===== src/rtl/fetch_pkg.sv =====
// fetch_pkg: shared types and constants for the instruction-fetch stage.
// Provides the fetch FSM state type, PC increment and default encodings.
package fetch_pkg;

  typedef enum logic [1:0] {
    BOOT,
    RUN,
    HALTED
  } fetch_state_t;

  localparam int PC_STEP = 4;

  localparam logic [31:0] DEF_NOP_WORD  = 32'h0000_0000;
  localparam logic [31:0] DEF_HALT_WORD = 32'hFFFF_FFFF;

endpackage


===== src/rtl/fetch_unit_if_id.sv =====
// if_id_register: IF/ID boundary register (instr, instr_pc, instr_valid).
// Ports: clk, reset (async active-low), load, flush, data, pc -> instr, instr_pc, instr_valid.
module if_id_register
  import fetch_pkg::*;
#(
  parameter int            W        = 32,
  parameter logic [W-1:0]  NOP_WORD = '0
) (
  input  logic         clk,
  input  logic         reset,
  input  logic         load,
  input  logic         flush,
  input  logic [W-1:0] data,
  input  logic [W-1:0] pc,
  output logic [W-1:0] instr,
  output logic [W-1:0] instr_pc,
  output logic         instr_valid
);

  // Flush wins over load; instr_pc is left alone on a flush.
  always_ff @(posedge clk or negedge reset) begin
    if (!reset) begin
      instr       <= NOP_WORD;
      instr_pc    <= '0;
      instr_valid <= 1'b0;
    end else if (flush) begin
      instr       <= NOP_WORD;
      instr_valid <= 1'b0;
    end else if (load) begin
      instr       <= data;
      instr_pc    <= pc;
      instr_valid <= 1'b1;
    end
  end

endmodule


===== src/rtl/fetch_unit.sv =====
// fetch_unit: IF stage - PC, BOOT/RUN/HALTED FSM, fetch counter, misaligned flag.
// Ports: clk, reset, stall, redirect, target, imem_data -> imem_address, instr*, halted, misaligned, fetch_count.
module fetch_unit
  import fetch_pkg::*;
#(
  parameter int              bus       = 32,
  parameter logic [bus-1:0]  RESET_PC  = 32'h0000_0000,
  parameter logic [bus-1:0]  HALT_WORD = DEF_HALT_WORD,
  parameter logic [bus-1:0]  NOP_WORD  = DEF_NOP_WORD
) (
  input  logic           clk,
  input  logic           reset,
  input  logic           stall,
  input  logic           redirect,
  input  logic [bus-1:0] target,
  output logic [bus-1:0] imem_address,
  input  logic [bus-1:0] imem_data,
  output logic [bus-1:0] instr,
  output logic [bus-1:0] instr_pc,
  output logic           instr_valid,
  output logic           halted,
  output logic           misaligned,
  output logic [31:0]    fetch_count
);

  localparam logic [bus-1:0] STEP = bus'(PC_STEP);

  fetch_state_t   state;
  fetch_state_t   state_next;
  logic [bus-1:0] pc;
  logic [bus-1:0] pc_next;
  logic           load;
  logic           flush;
  logic           count_en;
  logic           mis_set;

  assign imem_address = pc;

  always_comb begin
    state_next = state;
    pc_next    = pc;
    load       = 1'b0;
    flush      = 1'b0;
    count_en   = 1'b0;
    mis_set    = 1'b0;
    unique case (state)
      BOOT: state_next = RUN;
      RUN: begin
        if (redirect) begin
          pc_next = {target[bus-1:2], 2'b00};
          flush   = 1'b1;
          mis_set = |target[1:0];
        end else if (!stall) begin
          load     = 1'b1;
          count_en = 1'b1;
          if (imem_data == HALT_WORD) begin
            state_next = HALTED;
          end else begin
            pc_next = pc + STEP;
          end
        end
      end
      // Halted: keep the PC and drain IF/ID to a bubble.
      HALTED: flush = 1'b1;
      default: state_next = BOOT;
    endcase
  end

  always_ff @(posedge clk or negedge reset) begin
    if (!reset) begin
      state       <= BOOT;
      pc          <= RESET_PC;
      fetch_count <= '0;
      halted      <= 1'b0;
      misaligned  <= 1'b0;
    end else begin
      state      <= state_next;
      pc         <= pc_next;
      halted     <= (state_next == HALTED);
      misaligned <= misaligned | mis_set;
      if (count_en) begin
        fetch_count <= fetch_count + 32'd1;
      end
    end
  end

  if_id_register #(
    .W        (bus),
    .NOP_WORD (NOP_WORD)
  ) u_if_id (
    .clk         (clk),
    .reset       (reset),
    .load        (load),
    .flush       (flush),
    .data        (imem_data),
    .pc          (pc),
    .instr       (instr),
    .instr_pc    (instr_pc),
    .instr_valid (instr_valid)
  );

endmodule


===== config.mk =====
export PLATFORM = sky130hd
export DESIGN_NAME = fetch_unit
export DESIGN_NICKNAME = d
export VERILOG_FILES = /design/src/rtl/fetch_pkg.sv /design/src/rtl/fetch_unit_if_id.sv /design/src/rtl/fetch_unit.sv
export SDC_FILE = /design/constraint.sdc
export NUM_CORES = 1
export LEC_CHECK = 0
export CORE_MARGIN = 10
export CORE_UTILIZATION = 35
export CTS_BUF_LIST = sky130_fd_sc_hd__clkbuf_8
export CTS_CLUSTER_DIAMETER = 50
export DETAILED_ROUTE_END_ITERATION = 10
export DONT_BUFFER_PORTS = 1
export PLACE_DENSITY = 0.45
export SLEW_MARGIN = 10
export SYNTH_ARGS = -nofsm -noshare
export SYNTH_HDL_FRONTEND = slang
export SYNTH_SLANG_ARGS = --single-unit

===== constraint.sdc =====
create_clock -name clk -period 2.6 [get_ports clk]
set_input_delay 0.65 -clock clk [delete_from_list [all_inputs] [get_ports clk]]
set_output_delay 0.65 -clock clk [all_outputs]
set_load 0.02 [all_outputs]

; Yosys cells after proc, flatten, opt, wreduce, memory -nomap -nowiden
; Index checks and enable logic that the tools add are counted.
[word_totals]
register_bits = 133
latchBits = 0
mem_count = 0
out_inout_bits = 131
mem_bits_rw = 0
mem_bits_ro = 0
[classes]
multipliers = 0
shifts = 0
magnitude_cmp = 0
div = 0
n_addsub = 2
mux = 18
eq_ne = 6
bitwise = 2
n_reduce_logical = 5
[ops]
columns = operator, count
row1 = $mux W32, 5
row2 = $add A32 B1 Y32 const B, 1
row3 = $add A32 B3 Y32 const B, 1
row4 = $eq A32 B32 Y1 const B, 1
row5 = $mux W1, 8
row6 = $mux W2, 3
row7 = $pmux W2 S3, 1
row8 = $eq A2 B2 Y1 const B, 2
row9 = $reduce_and A3 Y1, 1
row10 = $eq A2 B1 Y1 const B, 1
row11 = $logic_not A2 Y1, 1
row12 = $ne A2 B1 Y1 const B, 1
row13 = $ne A2 B2 Y1 const B, 1
row14 = $pmux W1 S2, 1
row15 = $reduce_and A2 Y1, 1
row16 = $reduce_bool A2 Y1, 1
row17 = $reduce_or A2 Y1, 1
row18 = $not A1 Y1, 1
row19 = $or A1 B1 Y1, 1

; Depth between registers and ports, before layout
[logic_depth]
depth_word = 6
mapped_depth = 9
depth_no_buf = 7

; Cells and area by module
; A second synthesis with hierarchy kept.
[hier_totals]
cells_unflattened = 551
hier_area_um2 = 6404.9
[modules_own_cells]
columns = mod, cells_each, n_inst, seq_area_each_um2, area_per_inst_um2
row1 = fetch_unit, 375, 1, 1651.6, 3756.1
row2 = if_id_register, 176, 1, 1626.6, 2648.8

; Least setup slack after synthesis
; No wires, ideal clock.
[synth_timing]
kind = input -> register
start = input stall
end = register fetch_count[27]
t_required_ps = 2520
path_buffers = 1
arrival_ps = 2047
setup_slack_ps = 473
path_stages = 6
cell_sequence = or3b_1 -> buf_2 -> nor4_4 -> nand3_2 -> nor3_1 -> xor2_1
[synth_via]
elab_chain_len = 3
[synth_rtl]
columns = element, line
row1 = from (decl), fetch_unit.sv:13  ; input logic stall,
row2 = $mux W1, fetch_unit.sv:53  ; end else if (!stall) begin
row3 = $mux W1, fetch_unit.sv:49  ; if (redirect) begin
row4 = $mux W1, fetch_unit.sv:46  ; unique case (state)
row5 = to (signal assigned), fetch_unit.sv:82  ; fetch_count <= fetch_count + 32'd1;
row6 = to (decl), fetch_unit.sv:23  ; output logic [31:0] fetch_count
; Every way passes these cells.
; A chain may end at the register's enable or synchronous reset.

; Worst setup path in the final report
[layout_timing]
start = register state[1]
end = register u_if_id.instr_pc[20]
[layout_via]
elab_chain_len = 4
elab_cells_between_ends = 6
classes_between = 2 x eq/ne / 2 x mux / 1 x bitwise / 1 x reduce/logical
[layout_rtl]
columns = element, line
row1 = from (decl), fetch_unit.sv:28  ; fetch_state_t state;
row2 = from (signal assigned), fetch_unit.sv:77  ; state <= state_next;
row3 = $eq A2 B2 Y1 / $eq A2 B1 Y1 (equally long branches), fetch_unit.sv:46
row4 = $pmux W1 S2, fetch_unit.sv:46
row5 = $not A1 Y1 (no source line), -
row6 = $reduce_and A2 Y1 (no source line) *, -
row7 = to (signal assigned), fetch_unit_if_id.sv:31  ; instr_pc <= pc;
row8 = to (decl), fetch_unit_if_id.sv:16  ; output logic [W-1:0] instr_pc,
; Every way passes the cells marked *; elsewhere a longest branch is shown, timed or not.

==> run metrics <==
outcome complete, but fails checks; violated checks hold timing; top_reg_cell synth dfrtp_1; dpl cells approximately 850; global route hottest layer met2; Synth async-reset ratio 100%; Die Width ~150 µm; r2r setup slk 0.24 ns; TritonCTS Buffers 17; Layout Nets 717; vias 4863; die footprint 24000 µm²; distinct cell type count after synthesis 56; clock buffer depth 2; worst min-delay path category primary input to asynchronous set/reset pin; Synth Register Bits 129; GRT Util Overall between 15 and 20%; Clock Latency Late Sink about 0.45 ns; row cnt 49; crit share post-route between 90% and 100%; post-synth top area cell dfrtp_1; input/output buffers 0; antenna violations before repair 0; RSZ-0062 raised after global routing false; worst hold margin -0.112 ns; non-filler cells, final 885; Via density 5.49; sequential share of the synthesized area approximately 51%; fin. max-slew vios 0; PostCTS Resize Cnt 0; Final Skew around 0.016 ns; Mapped Cells around 620; Detail Placement HPWL roughly 14000 µm; Fillers ~1800; syn avg cell area 10.2 µm²; ant diodes 0; CP Max Fanout 36; largest net degree at the start of global routing 130; routability cong. between 0.8 and 0.9; Die Y ~150 µm; number of synthesized flops with an enable pin 0; worst setup path class register to register; Reg-to-Reg End u_if_id.instr_pc[20]$_DFFE_PN0P_; CP endpoint kind register; met1 GRT Util roughly 20%; Startpoint Class register; TritonCTS clock tree done; met2 Use GR 23.9%; clock slew at reported path FFs 0.08 ns; starting density of the core between 30 and 40%; leakage roughly 2.9 nW; DR DRC count 0; Area after DPL 6810 µm²; Root Driver clkbuf_8; data arrival time of the critical path approximately 2.7 ns; I/O pin count roughly 200; setup TNS 0 ns; CP Data Required Time 2.93 ns; R2R cell count 7; first-iteration detailed-routing DRC count between 300 and 400; synthesis-to-layout area growth 12.4%; Mapped Area roughly 6400 µm²; Max Cap Violations 0; remaining antenna violation count 0; H-tree depth 4; Max Fclk between 400 and 500 MHz; synth top area cells dfrtp_1 (51%), nand2_1 (5.9%), xnor2_1 (5.5%); CP Launch Point state[1]$_DFF_PN0_; final setup margin between 0.2 and 0.25 ns; first-pass GRT wire length 29900 µm; actual slew at the worst max-slew pin between 0.6 and 0.7 ns; vias in the first global route a little under 5000; drt pass-1 iters 4; maximum VDD drop 0.388 mV; PD cells just under 700 nW/µm²; Worst slew margin around 55%; Hold Fails Final Rpt about 130; synth warn 0; share of the synthesized area in the top cell type 50.7%; crit path to u_if_id.instr_pc[20]$_DFFE_PN0P_; final instance area just over 7000 µm²; routed len/inst around 22 µm; reg2reg start state[1]$_DFF_PN0_; core area between 15000 and 20000 µm²; final setup fails 0; layout cell share with drive strength beyond 1 ~18%; minimum clock period 2.36 ns; Overflow after GRT 0; CTS sink cnt roughly 130; pre-CTS setup slack about 0.24 ns; M3 GR Usage 7.55%; final WL 19300 µm; Setup Fix Bufs, Post-CTS 0
worst min path at each step:
stage / endpoint / depth (start not counted)
after floorplan: fetch_count[0]$_DFFE_PN0P_ / 0
after global placement: u_if_id.instr_pc[17]$_DFFE_PN0P_ / 0
after detailed placement: u_if_id.instr_pc[17]$_DFFE_PN0P_ / 0
after CTS: imem_address[22]$_DFFE_PN0P_ / 0
after global routing: u_if_id.instr_pc[22]$_DFFE_PN0P_ / 0
final: imem_address[22]$_DFFE_PN0P_ / 0
critical path: stages, from the launching register on:
cell	delay (ns)
dfrtp_1	0.43
inv_1	0.12
ha_1	0.16
or3b_1	0.44
buf_4	0.30
nor2_4	0.18
buf_12	0.22
mux2_2	0.37
per-stage QoR:
stage / util, % / power, mW
global placement: 37.9 / 3.45
detailed placement: 37.9 / 3.47
global route: 39.9 / 5.23
CTS: 39.9 / 5.04
finish: 39.9 / 4.96
floorplan: - / 3.21
placed cells by master (no fill, tap or decap), types with 3 or more instances in the layout:
cell type,count
ha_1,6
xor2_1,11
clkinvlp_4,5
o21ai_0,13
and4_1,9
nand3_1,14
nand2_1,100
or3_1,4
o221ai_1,4
a31oi_1,3
o21ai_1,3
xnor2_1,40
nor2_1,21
mux2_2,30
clkbuf_8,19
a21oi_1,58
and2_1,3
inv_1,11
dfrtp_1,129
nor4_4,3
and3_1,7
a2111oi_4,3
o22ai_1,10
a2111oi_0,9
buf_4,39
nor4_1,3
conb_1,4
a211oi_1,10
mux2i_1,3
nand4_1,25
nor3_1,9
nor2b_1,11
synthesized netlist by cell type (4+ instances only):
| master | n |
|---|---|
| a2111oi_0 | 9 |
| a211oi_1 | 10 |
| a21oi_1 | 58 |
| and3_1 | 7 |
| and4_1 | 9 |
| buf_2 | 12 |
| buf_4 | 6 |
| clkbuf_1 | 21 |
| dfrtp_1 | 129 |
| ha_1 | 6 |
| inv_1 | 9 |
| mux2_2 | 30 |
| nand2_1 | 100 |
| nand3_1 | 14 |
| nand4_1 | 25 |
| nor2_1 | 22 |
| nor2b_1 | 11 |
| nor3_1 | 9 |
| o21ai_0 | 13 |
| o221ai_1 | 4 |
| o22ai_1 | 10 |
| or3_1 | 4 |
| xnor2_1 | 40 |
| xor2_1 | 11 |
final cells by class:
cell class,count,area [µm²],area share (%)
flip-flops and latches,129,3230,45.0
multi-input cells,445,2950,41.2
repair buffers,40,313,4.37
well taps,229,287,4.00
clock buffers,19,262,3.65
clock inverters,13,90.1,1.26
inverters,10,37.5,0.524
cells by family after synthesis:
logic type	synth area share (%)
other	0.0588
XOR/XNOR	7.01
AO/OA/AOI/OAI	13.4
adder cells (fa/ha/maj)	1.18
AND/OR/NAND/NOR	18.2
buffers and inverters	3.73
flip-flops	50.7
multiplexers	5.77
metal layers:
layer | share of wire [%] | up-vias
li1 | - | 2261
met1 | 42 | 2429
met2 | 46 | 161
met3 | 10 | 12
met4 | 1.1 | 0
met5 | 0 | -
where the power goes:
part	internal, mW	leakage [nW]	switching [mW]
logic	0.299	1.09	0.335
clock network	0.705	0.173	0.849
registers	2.25	1.63	0.525
total	3.25	2.89	1.71
sequential cells by signal (all words and copies together) (netlist names):
name                 cells
state                    2
halted                   1
misaligned               1
fetch_count             32
u_if_id.instr_valid      1
u_if_id.instr_pc        30
u_if_id.instr           32
imem_address            30
Note: power is estimated with default switching activity, not from simulation.
